**src/rtl/vedic_pkg.sv**
```systemverilog
// ============================================================================
// Module : vedic_pkg
// Brief  : Shared widths, FSM state encoding and per-step shift amounts for
//          the iterative 24x24 Vedic multiplier.
// Rev    : 1.0  initial release
// ============================================================================
`default_nettype none

package vedic_pkg;

  localparam int HALF_W = 12;
  localparam int OP_W   = 24;
  localparam int PROD_W = 48;

  typedef enum logic [1:0] {
    IDLE = 2'd0,
    MUL  = 2'd1,
    DONE = 2'd2
  } state_t;

  // Weight of each partial product: aLbL, aHbL, aLbH, aHbH
  function automatic logic [5:0] step_shift(input logic [1:0] step);
    case (step)
      2'd0:    step_shift = 6'd0;
      2'd1:    step_shift = 6'd12;
      2'd2:    step_shift = 6'd12;
      default: step_shift = 6'd24;
    endcase
  endfunction

endpackage

`default_nettype wire

```
**src/rtl/vedic_24_iter_if.sv**
```systemverilog
// ============================================================================
// Module : vedic_24_iter_if
// Brief  : Operand and product valid/ready channels of the iterative multiplier.
// Rev    : 1.0  initial release
// ============================================================================
`default_nettype none

interface vedic_24_iter_if;
  import vedic_pkg::*;

  logic              in_valid;
  logic              in_ready;
  logic [OP_W-1:0]   a;
  logic [OP_W-1:0]   b;
  logic              out_valid;
  logic              out_ready;
  logic [PROD_W-1:0] p;

  modport master (
    output in_valid, a, b, out_ready,
    input  in_ready, out_valid, p
  );

  modport slave (
    input  in_valid, a, b, out_ready,
    output in_ready, out_valid, p
  );

endinterface

`default_nettype wire

```
**src/rtl/vedic_12.sv**
```systemverilog
// ============================================================================
// Module : vedic_12
// Brief  : Combinational 12x12 unsigned multiplier, urdhva-tiryagbhyam form
//          over 6-bit digits (vertical and crosswise partial products).
// Rev    : 1.0  initial release
// ============================================================================
`default_nettype none

module vedic_12 (
  input  wire logic [11:0] x,
  input  wire logic [11:0] y,
  output logic      [23:0] pp
);

  logic [11:0] w_ll;
  logic [11:0] w_lh;
  logic [11:0] w_hl;
  logic [11:0] w_hh;
  logic [12:0] w_mid;

  assign w_ll  = {6'b0, x[5:0]}  * {6'b0, y[5:0]};
  assign w_lh  = {6'b0, x[5:0]}  * {6'b0, y[11:6]};
  assign w_hl  = {6'b0, x[11:6]} * {6'b0, y[5:0]};
  assign w_hh  = {6'b0, x[11:6]} * {6'b0, y[11:6]};
  assign w_mid = {1'b0, w_lh} + {1'b0, w_hl};

  // Crosswise sum lands on the middle digit
  assign pp = {w_hh, w_ll} + {5'b0, w_mid, 6'b0};

endmodule

`default_nettype wire

```
**src/rtl/vedic_24_iter.sv**
```systemverilog
// ============================================================================
// Module : vedic_24_iter
// Brief  : Iterative 24x24 unsigned multiplier; four half-products through a
//          single vedic_12, accumulated into a 48-bit product register.
// Rev    : 1.0  initial release
// ============================================================================
`default_nettype none

module vedic_24_iter
  import vedic_pkg::*;
(
  input  wire logic     clk,
  input  wire logic     rst_n,
  vedic_24_iter_if.slave bus
);

  state_t            r_state, w_state_nxt;
  logic [1:0]        r_step, w_step_nxt;
  logic [OP_W-1:0]   r_a, w_a_nxt;
  logic [OP_W-1:0]   r_b, w_b_nxt;
  logic [PROD_W-1:0] r_p, w_p_nxt;
  logic              r_in_ready, w_in_ready_nxt;
  logic              r_out_valid, w_out_valid_nxt;

  logic [HALF_W-1:0] w_x;
  logic [HALF_W-1:0] w_y;
  logic [OP_W-1:0]   w_pp;
  logic [PROD_W-1:0] w_term;

  // step[0] picks the high half of a, step[1] the high half of b
  assign w_x    = r_step[0] ? r_a[OP_W-1:HALF_W] : r_a[HALF_W-1:0];
  assign w_y    = r_step[1] ? r_b[OP_W-1:HALF_W] : r_b[HALF_W-1:0];
  assign w_term = {{(PROD_W-OP_W){1'b0}}, w_pp} << step_shift(r_step);

  vedic_12 u_vedic_12 (
    .x  (w_x),
    .y  (w_y),
    .pp (w_pp)
  );

  always_ff @(posedge clk or negedge rst_n) begin
    if (!rst_n) begin
      r_state     <= IDLE;
      r_step      <= 2'd0;
      r_a         <= '0;
      r_b         <= '0;
      r_p         <= '0;
      r_in_ready  <= 1'b0;
      r_out_valid <= 1'b0;
    end else begin
      r_state     <= w_state_nxt;
      r_step      <= w_step_nxt;
      r_a         <= w_a_nxt;
      r_b         <= w_b_nxt;
      r_p         <= w_p_nxt;
      r_in_ready  <= w_in_ready_nxt;
      r_out_valid <= w_out_valid_nxt;
    end
  end

  always_comb begin
    w_state_nxt     = r_state;
    w_step_nxt      = r_step;
    w_a_nxt         = r_a;
    w_b_nxt         = r_b;
    w_p_nxt         = r_p;
    w_in_ready_nxt  = r_in_ready;
    w_out_valid_nxt = r_out_valid;
    case (r_state)
      IDLE: begin
        w_in_ready_nxt = 1'b1;
        if (bus.in_valid && r_in_ready) begin
          w_a_nxt        = bus.a;
          w_b_nxt        = bus.b;
          w_p_nxt        = '0;
          w_step_nxt     = 2'd0;
          w_in_ready_nxt = 1'b0;
          w_state_nxt    = MUL;
        end
      end
      MUL: begin
        w_p_nxt    = r_p + w_term;
        w_step_nxt = r_step + 2'd1;
        if (r_step == 2'd3) begin
          w_out_valid_nxt = 1'b1;
          w_state_nxt     = DONE;
        end
      end
      DONE: begin
        if (bus.out_ready && r_out_valid) begin
          w_out_valid_nxt = 1'b0;
          w_in_ready_nxt  = 1'b1;
          w_state_nxt     = IDLE;
        end
      end
      default: begin
        w_state_nxt     = IDLE;
        w_in_ready_nxt  = 1'b0;
        w_out_valid_nxt = 1'b0;
      end
    endcase
  end

  assign bus.in_ready  = r_in_ready;
  assign bus.out_valid = r_out_valid;
  assign bus.p         = r_p;

endmodule

`default_nettype wire

```
**src/flat_wrapper.sv**
```systemverilog
// flat-port wrapper written by rule: the top's interface ports become plain ports
module vedic_24_iter_flat import vedic_pkg::*;
  (clk, rst_n, bus_in_valid, bus_a, bus_b, bus_out_ready, bus_in_ready, bus_out_valid, bus_p);
  vedic_24_iter_if bus_i ();
  input  wire logic clk;
  input  wire logic rst_n;
  input wire logic [$bits(bus_i.in_valid)-1:0] bus_in_valid;
  input wire logic [$bits(bus_i.a)-1:0] bus_a;
  input wire logic [$bits(bus_i.b)-1:0] bus_b;
  input wire logic [$bits(bus_i.out_ready)-1:0] bus_out_ready;
  output wire logic [$bits(bus_i.in_ready)-1:0] bus_in_ready;
  output wire logic [$bits(bus_i.out_valid)-1:0] bus_out_valid;
  output wire logic [$bits(bus_i.p)-1:0] bus_p;
  assign bus_i.in_valid = bus_in_valid;
  assign bus_i.a = bus_a;
  assign bus_i.b = bus_b;
  assign bus_i.out_ready = bus_out_ready;
  assign bus_in_ready = bus_i.in_ready;
  assign bus_out_valid = bus_i.out_valid;
  assign bus_p = bus_i.p;
  vedic_24_iter u_core (.clk(clk), .rst_n(rst_n), .bus(bus_i));
endmodule
```
**config.mk**
```make
export PLATFORM = sky130hd
export DESIGN_NAME = vedic_24_iter_flat
export DESIGN_NICKNAME = d
export VERILOG_FILES = /design/src/rtl/vedic_pkg.sv /design/src/rtl/vedic_24_iter_if.sv /design/src/rtl/vedic_12.sv /design/src/rtl/vedic_24_iter.sv /design/src/flat_wrapper.sv
export SDC_FILE = /design/constraint.sdc
export NUM_CORES = 1
export LEC_CHECK = 0
export CAP_MARGIN = 10
export CORE_MARGIN = 8
export CORE_UTILIZATION = 60
export CTS_CLUSTER_SIZE = 24
export DETAILED_ROUTE_END_ITERATION = 8
export PLACE_DENSITY_LB_ADDON = 0.1
export SETUP_SLACK_MARGIN = 0.1
export SLEW_MARGIN = 20
export SYNTH_ARGS = -nofsm -noshare
export SYNTH_HDL_FRONTEND = slang
export SYNTH_SLANG_ARGS = --single-unit
```
**constraint.sdc**
```tcl
create_clock -name clk -period 12.2 [get_ports clk]
set_clock_uncertainty 0.05 [all_clocks]
set_input_delay 1.83 -clock clk [delete_from_list [all_inputs] [get_ports clk]]
set_output_delay 1.83 -clock clk [all_outputs]
set_load 0.03 [all_outputs]
```
# Word-level counts from Yosys, hierarchy flattened
# Index checks and enable logic that the tools add are counted.
[word_totals]
output_inout_bits = 50
elab_cells = 54
register_bits = 102
inputBits = 52
[classes]
shift = 1
n_bitwise = 2
n_mul = 4
n_eq_ne = 8
n_reduce_logical = 11
n_mux = 17
addsub = 4
[op_table]
columns = ["cell", "count"]
rows = [
  ["$pmux W48 S2", 1],
  ["$add A48 B48 Y48", 1],
  ["$mul A6 B6 Y12", 4],
  ["$mux W48", 1],
  ["$shl A24 B5 Y48", 1],
  ["$add A24 B19 Y24", 1],
  ["$mux W12", 2],
  ["$add A12 B12 Y13", 1],
  ["$pmux W5 S2", 1],
  ["$mux W2", 4],
  ["$eq A2 B2 Y1 const B", 3],
  ["$ne A2 B1 Y1 const B", 3],
  ["$pmux W1 S3", 2],
  ["$pmux W2 S3", 1],
  ["$reduce_and A2 Y1", 3],
  ["$reduce_and A3 Y1", 2],
  ["$eq A2 B1 Y1 const B", 2],
  ["$logic_not A2 Y1", 2],
  ["$mux W1", 4],
  ["$pmux W2 S2", 1],
  ["$add A2 B1 Y2 const B", 1],
  ["$logic_and A1 B1 Y1", 2],
  ["$not A1 Y1", 2],
  ["$reduce_bool A2 Y1", 1],
  ["$reduce_or A2 Y1", 1],
]

# Logic depth before layout (Yosys ltp)
# Gate-level depths: netlist of the first run.
[depth]
ltp_word = 7
ltp_mapped = 48
ltp_nobuf = 45

# Modules after synthesis
# Synthesis of the first run repeated with hierarchy kept, for this count alone.
[hier_totals]
hier_cells = 1603
hier_area_um2 = 13279.0
[by_module_without_submodules]
columns = ["module", "cells_each", "n_inst", "seq_area_each_um2", "area_each_um2"]
rows = [
  ["vedic_24_iter", 950, 1, 2552.4, 7927.6],
  ["vedic_12", 653, 1, 0.0, 5351.4],
]

# Least setup slack after synthesis of the first run
# Ideal clock, no wire load.
[synth_path]
path_type = "flip-flop to flip-flop"
start = "register u_core.r_step[1]"
end = "register u_core.r_p[47], in the netlist u_core.bus.p[47]"
t_arrival_ps = 10107
required_time_ps = 12074
stages_incl_launch_ff = 42
synth_period_minus_slack_ps = 10234
n_path_buf = 4
setup_slack_ps = 1966
setup_ps = 76
path_cell_list = "dfrtp_1 clkbuf_1 clkbuf_1 clkbuf_1 mux2i_1 nor2_1 fa_1 fa_1 fa_1 fa_1 inv_1 fa_1 inv_1 ha_1 a21oi_1 o21bai_1 a21oi_1 xnor2_1 [... 6 more ...] nor3b_1 xnor2_1 o21ai_1 nand2_1 a31o_2 ha_1 clkbuf_1 a21o_1 a211o_1 a211oi_1 o2bb2ai_1 a41oi_2 o41ai_1 a21o_1 a311oi_2 xnor2_1 or3_1 o21ai_1"
[synth_between]
elab_chain_len = 7
word_cells_on_any_way = 15
classes_between = "add/sub (3); mul (4); eq/ne (2); shift (1); mux (3); reduce/logical (2)"
[synth_rtl]
columns = ["item", "line_no", "text"]
rows = [
  ["start, declared", "vedic_24_iter.sv:18", "logic [1:0] r_step, w_step_nxt;"],
  ["start signal, assigned", "vedic_24_iter.sv:52", "r_step <= w_step_nxt;"],
  ["$mux W12", "vedic_24_iter.sv:32", "assign w_y = r_step[1] ? r_b[OP_W-1:HALF_W] : r_b[HALF_W-1:0];"],
  ["$mul A6 B6 Y12, on equally long branches", "vedic_12.sv:22, vedic_12.sv:23", ""],
  ["$add A12 B12 Y13", "vedic_12.sv:25", "assign w_mid = {1'b0, w_lh} + {1'b0, w_hl};"],
  ["$add A24 B19 Y24", "vedic_12.sv:28", "assign pp = {w_hh, w_ll} + {5'b0, w_mid, 6'b0};"],
  ["$shl A24 B5 Y48 (*)", "vedic_24_iter.sv:33", "assign w_term = {{(PROD_W-OP_W){1'b0}}, w_pp} << step_shift(r_step);"],
  ["$add A48 B48 Y48 (*)", "vedic_24_iter.sv:82", "w_p_nxt = r_p + w_term;"],
  ["$pmux W48 S2 (*)", "vedic_24_iter.sv:69", "case (r_state)"],
  ["end signal, assigned", "vedic_24_iter.sv:55", "r_p <= w_p_nxt;"],
  ["end, declared", "vedic_24_iter.sv:21", "logic [PROD_W-1:0] r_p, w_p_nxt;"],
]
# Every way passes the cells marked *; elsewhere a longest branch is shown, timed or not.
# A chain may end at the register's enable or synchronous reset.

# Worst setup path after layout of the first run
[layout_path]
start = "register u_core.r_step[0]"
end = "register u_core.r_p[47], in the netlist u_core.bus.p[47]"
[layout_between]
elab_chain_len = 7
word_cells_on_any_way = 15
classes_between = "add/sub (3); mul (4); eq/ne (2); shift (1); mux (3); reduce/logical (2)"
[layout_rtl]
columns = ["item", "line_no", "text"]
rows = [
  ["$mux W12", "vedic_24_iter.sv:31", "assign w_x = r_step[0] ? r_a[OP_W-1:HALF_W] : r_a[HALF_W-1:0];"],
  ["$mul A6 B6 Y12, on equally long branches", "vedic_12.sv:22, vedic_12.sv:23", ""],
  ["$add A12 B12 Y13", "vedic_12.sv:25", ""],
  ["$add A24 B19 Y24", "vedic_12.sv:28", ""],
  ["$shl A24 B5 Y48 (*)", "vedic_24_iter.sv:33", ""],
  ["$add A48 B48 Y48 (*)", "vedic_24_iter.sv:82", ""],
  ["$pmux W48 S2 (*)", "vedic_24_iter.sv:69", ""],
]
# Marks and branches as above.

==> results of run 1 <==
[final timing paths]
check / startpoint / to / slack [ns] / cells past startpoint
min: u_core.r_a[2]$_DFFE_PN0P_ / u_core.r_a[2]$_DFFE_PN0P_ / 0.44 / 2
min reg2reg: u_core.r_a[2]$_DFFE_PN0P_ / u_core.r_a[2]$_DFFE_PN0P_ / 0.44 / 2
min in group asynchronous: rst_n / u_core.bus.p[36]$_DFFE_PN0P_ / 1.38 / 1
max: u_core.r_step[0]$_DFFE_PN0P_ / u_core.bus.p[47]$_DFFE_PN0P_ / 1.33 / 41
max in group asynchronous: rst_n / u_core.r_b[8]$_DFFE_PN0P_ / 9.48 / 2
max reg2reg: u_core.r_step[0]$_DFFE_PN0P_ / u_core.bus.p[47]$_DFFE_PN0P_ / 1.33 / 41
[sequential cells by signal, summed over array words and instances (netlist names)]
| signal | cells |
|---|---|
| u_core.bus.out_valid | 1 |
| u_core.r_step | 2 |
| u_core.r_state | 2 |
| u_core.bus.in_ready | 1 |
| u_core.bus.p | 48 |
| u_core.r_a | 24 |
| u_core.r_b | 24 |
[metrics by stage]
step                util [%]  area, um^2
floorplan                  -       12610
global placement       66.63       13870
detailed placement     66.63       13870
CTS                    68.09       14180
global route           68.09       14180
finish                 68.09       14180
[critical path: cells and delay by family (launching register included)]
family	cells	cell delay, ns
buffers and inverters	5	0.31
AO/OA/AOI/OAI	19	4.01
AND/OR/NAND/NOR	5	1.00
XOR/XNOR	3	0.39
adder cells (fa/ha/maj)	8	3.65
flip-flops	1	0.52
multiplexers	1	0.86
[placed cells by master (no fill, tap or decap), types with 4 or more instances in the layout]
cell type,netlist,layout
nand4_1,6,6
clkdlybuf4s50_1,0,100
xor2_1,30,30
nand3_1,36,35
xnor2_1,46,46
nor2b_1,13,13
o21bai_1,14,14
and2_1,15,15
a211oi_1,17,17
or3_1,5,5
a211o_1,4,4
o31a_1,4,4
dfrtp_1,102,102
clkbuf_16,0,9
o21ai_1,13,13
a31oi_1,11,11
o21a_1,10,10
or2_2,4,4
o211ai_1,5,5
nand2_1,307,307
a21oi_1,77,77
ha_1,145,145
o22ai_1,7,7
inv_1,150,150
mux2_2,27,27
buf_4,0,17
mux2i_1,33,33
a21o_1,37,37
o31ai_1,13,13
nand2b_1,14,13
fa_1,85,85
nor2_1,144,143
and3_1,7,6
nor3_1,6,6
o21ai_0,84,84
[cells by family after synthesis]
kind of cell | Yosys count | share of synthesized area, %
XOR/XNOR | 76 | 5.278
adder cells (fa/ha/maj) | 230 | 27.88
buffers and inverters | 209 | 6.221
multiplexers | 60 | 5.030
AND/OR/NAND/NOR | 570 | 19.12
AO/OA/AOI/OAI | 323 | 16.23
flip-flops | 102 | 20.24
[final cells by class]
type / count / share of cell area [%]
multi-input cells: 1259 / 65.49
flip-flops and latches: 102 / 18.00
repair buffers: 117 / 7.960
inverters: 150 / 3.971
well taps: 275 / 2.427
clock buffers: 9 / 1.589
clock inverters: 7 / 0.5560
[routing by layer]
layer	up-vias	global-route usage, %
met4	0	6.481
met1	5380	40.66
met5	-	0
met3	46	5.854
li1	5398	-
met2	390	39.78
==> metrics.txt, run 1 <==
initial core utilization=60.56%; dpl ws=1.514 ns; met3 wire length=2673 um; CP endpoint kind=flop; Post-Synthesis Cells=1570; WL met1=17000 um; slowest CP cell=mux2i_1; most common cell in the synthesized netlist=nand2_1; crit path time final=10.87 ns; Post-Route WL=35270 um; RSZ-0062 raised after global routing=no; Setup Viol. Count Final=0; multi-input logic area=9285 um^2; CTS HTree Levels=3; Pre-Repair DR Iteration Count=5; die height=161.0 um; synth unique cells=61; Synth Flop Type=dfrtp_1; Final HPWL DP=28350 um; initial detailed-routing violation count=794; Post-CTS Setup Bufs=0; Synth Cell Area=12610 um^2; post-DR wirelength/cell=18.38 um; post-synth top area share=20.24%; Tot GR Track Use=27.37%; CP max stage delay=0.86 ns; Max-cap violations=0; synth-to-layout area growth=12.42%; Nets=1921; cell taking the most area after synthesis=dfrtp_1; Num CTS Buffers=9; antenna violations before repair=0; syn nets=1852; YS warnings=0; Crit path required time=12.43 ns; routability cong.=0.9813; critical path type=flop to flop; Highest Signal Layer=met4; Std-Cell Rows=53; commonest cells in the synthesized netlist=nand2_1, inv_1, ha_1, nor2_1, dfrtp_1; Placeable Area=20820 um^2; share of layout cells above drive strength 1=4.805%; Tightest Pin Transition=0.9795 ns; worst relative slew slack=32.83%; post-synthesis sequential area ratio=20.24%; PostCTS Resize Cnt=0; status=finished clean; #FFs+latches synth=102; die area=25910 um^2; Antenna diodes=0; endpoints failing hold=0; setup ws final=1.325 ns; Slew Limit Fails=0; period utilization=89.14%; Filler Cells Inserted=1821; CTS clk-pin slew, worst paths=0.08 ns; port bufs=101; first-pass GRT wire length=57380 um; pin count of the biggest net entering global routing=70; crit-path max FO=12; Layout Cells excl Fill=1919; Synth async-reset ratio=100.0%; syn_area_per_cell=8.032 um^2; Via density=5.844; Worst Hold Margin=0.4403 ns; fmax=91.96 MHz; Worst EP arrival=11.11 ns; Post-route DRC=0; TritonCTS clock tree=built; Ports=102; TNS Setup=0 ns; clock sink total=102; DP Cell Count=1903; CTS hold repair buffers=0; CTS root buf=clkbuf_16; final antenna-violating net count=0; Via Count=11210; GRT overflow=0; Worst-Skew Late Latency=0.37 ns; Hold Crit Class=flop to flop; chip width=161.0 um; EDFF count, synth=0; Startpoint Class=flop; vias in the first global route=11000; top post-synthesis cells by area=dfrtp_1, ha_1, fa_1; register area=2552 um^2; maximum clock path buffer count=2; DR WL met2=14960 um
Power of run 1 is not shown: default switching activity piles up to over one toggle a cycle in this logic, so the estimate is an artifact.
==> run 2: changes to the inputs <==
--- a/config.mk
+++ b/config.mk
@@ -10,7 +10,7 @@
 export CORE_UTILIZATION = 60
 export CTS_CLUSTER_SIZE = 24
 export DETAILED_ROUTE_END_ITERATION = 8
-export PLACE_DENSITY_LB_ADDON = 0.1
+export PLACE_DENSITY = 0.82
 export SETUP_SLACK_MARGIN = 0.1
 export SLEW_MARGIN = 20
 export SYNTH_ARGS = -nofsm -noshare
==> metrics.txt, run 2 (same netlist as run 1, synthesis figures left out) <==
die height=161.0 um (unchanged); Worst Hold Margin=0.4278 ns (was 0.4403 ns); flop-to-flop setup slack=1.14 ns (was 1.33 ns); Setup Viol. Count Final=0 (unchanged); critical path type=flop to flop (unchanged); Pre-Repair DR Iteration Count=6 (was 5); r2r startpoint=u_core.r_step[1]$_DFFE_PN0P_ (was u_core.r_step[0]$_DFFE_PN0P_); Filler Cells Inserted=1743 (was 1821); Nets=1922 (was 1921); crit-path max FO=15 (was 12); Num CTS Buffers=9 (unchanged); CP endpoint kind=flop (unchanged); reg2reg path depth=43 (was 41); Layout Cells excl Fill=1920 (was 1919); first-pass GRT wire length=56830 um (was 57380 um); Antenna diodes=0 (unchanged); Hold Crit Endpoint=u_core.r_a[15]$_DFFE_PN0P_ (was u_core.r_a[2]$_DFFE_PN0P_); met3 wire length=2940 um (was 2673 um); crit-path leading delay family=compound AO/OA/AOI/OAI gates (unchanged); Post-route DRC=0 (unchanged); Max-cap violations=0 (unchanged); Placeable Area=20820 um^2 (unchanged); period utilization=90.66% (was 89.14%); status=finished clean (unchanged); post-DR wirelength/cell=18.16 um (was 18.38 um); Highest Signal Layer=met4 (unchanged); worst hold path cell count=2 (unchanged); Post-CTS Setup Bufs=0 (unchanged); setup ws final=1.140 ns (was 1.325 ns); multi-input logic area=9285 um^2 (unchanged); CTS hold repair buffers=0 (unchanged); Buf/Inv on CP=5 (unchanged); Std-Cell Rows=53 (unchanged); DR WL met2=15420 um (was 14960 um); dpl ws=1.372 ns (was 1.514 ns); most frequent cells in the layout=nand2_1, inv_1, ha_1 (unchanged); final antenna-violating net count=0 (unchanged); Slew Limit Fails=0 (unchanged); register area=2552 um^2 (unchanged); pin count of the biggest net entering global routing=70 (unchanged); worst hold start=u_core.r_a[15]$_DFFE_PN0P_ (was u_core.r_a[2]$_DFFE_PN0P_); chip width=161.0 um (unchanged); clock sink total=102 (unchanged); Worst-Skew Late Latency=0.37 ns (about the same); WL met1=15780 um (was 17000 um); CP max stage delay=0.79 ns (was 0.86 ns); CTS clk-pin slew, worst paths=0.08 ns (about the same); Post-Route WL=34870 um (was 35270 um); Startpoint Class=flop (unchanged); Crit path required time=12.45 ns (was 12.43 ns); CTS HTree Levels=3 (unchanged); TNS Setup=0 ns (unchanged); maximum clock path buffer count=2 (unchanged); Via Count=11330 (was 11210); DP Cell Count=1904 (was 1903); RSZ-0062 raised after global routing=no (unchanged); GRT overflow=0 (unchanged); antenna violations before repair=0 (unchanged); Hold Crit Class=flop to flop (unchanged); critical path startpoint=u_core.r_step[1]$_DFFE_PN0P_ (was u_core.r_step[0]$_DFFE_PN0P_); PostCTS Resize Cnt=0 (unchanged); worst relative slew slack=40.12% (was 32.83%); crit path time final=11.06 ns (was 10.87 ns); endpoints failing hold=0 (unchanged); routability cong.=0.9490 (was 0.9813); fmax=90.41 MHz (was 91.96 MHz); port bufs=101 (unchanged); CTS root buf=clkbuf_16 (unchanged); synth-to-layout area growth=12.38% (was 12.42%); Tot GR Track Use=26.94% (was 27.37%); vias in the first global route=11290 (was 11000); initial detailed-routing violation count=1027 (was 794); Worst EP arrival=11.31 ns (was 11.11 ns); Final HPWL DP=27850 um (was 28350 um); initial core utilization=60.56% (unchanged); Critical R2R Capture=u_core.bus.p[47]$_DFFE_PN0P_ (unchanged); commonest non-fill, non-tap cell in the layout=nand2_1 (unchanged); Tightest Pin Transition=0.8982 ns (was 0.9795 ns); share of layout cells above drive strength 1=4.863% (was 4.805%); Ports=102 (unchanged); die area=25910 um^2 (unchanged); TritonCTS clock tree=built (unchanged); slowest CP cell=mux2i_1 (unchanged); Via density=5.903 (was 5.844); max reg flops=48 (unchanged)
-- run 2: changes by cell type in the layout (fill, tap and decap cells not counted), sizes merged --
cell and delta:
buf +1, clkinv -2, clkinvlp +2
-- run 2: how the worst max path moves through the flow --
stage	endpoint	slack (ns)	depth (start not counted)
detailed placement	u_core.bus.p[47]$_DFFE_PN0P_	1.37	43
CTS	u_core.bus.p[47]$_DFFE_PN0P_	1.31	43
floorplan	u_core.bus.p[47]$_DFFE_PN0P_	1.97	41
finish	u_core.bus.p[47]$_DFFE_PN0P_	1.14	43
global placement	u_core.bus.p[47]$_DFFE_PN0P_	1.67	43
global route	u_core.bus.p[47]$_DFFE_PN0P_	0.60	43
-- run 2: area by class of cell --
type	count	share of cell area, %
multi-input cells	1259	65.52
flip-flops and latches	102	18.01
repair buffers	118	8.016
inverters	150	3.973
well taps	275	2.428
clock buffers	9	1.589
clock inverters	7	0.4679
-- run 2: worst min-delay path, delay by kind of cell, from the launching register on --
kind	cells	cell delay, ns
simple gates	2	0.10
flops	1	0.35
-- run 2: routing by layer --
layer / vias to the layer above / track usage [%]
met5: - / 0
met4: 0 / 7.365
met3: 61 / 5.269
met2: 428 / 41.35
met1: 5448 / 38.14
li1: 5397 / -
-- run 2: metrics by stage --
stage	util (%)	cell area, um^2
after global placement	66.66	13880
after floorplan	-	12610
final	68.06	14170
after detailed placement	66.66	13880
after global routing	68.06	14170
after CTS	68.06	14170
Power of run 2 is left out for the same reason.
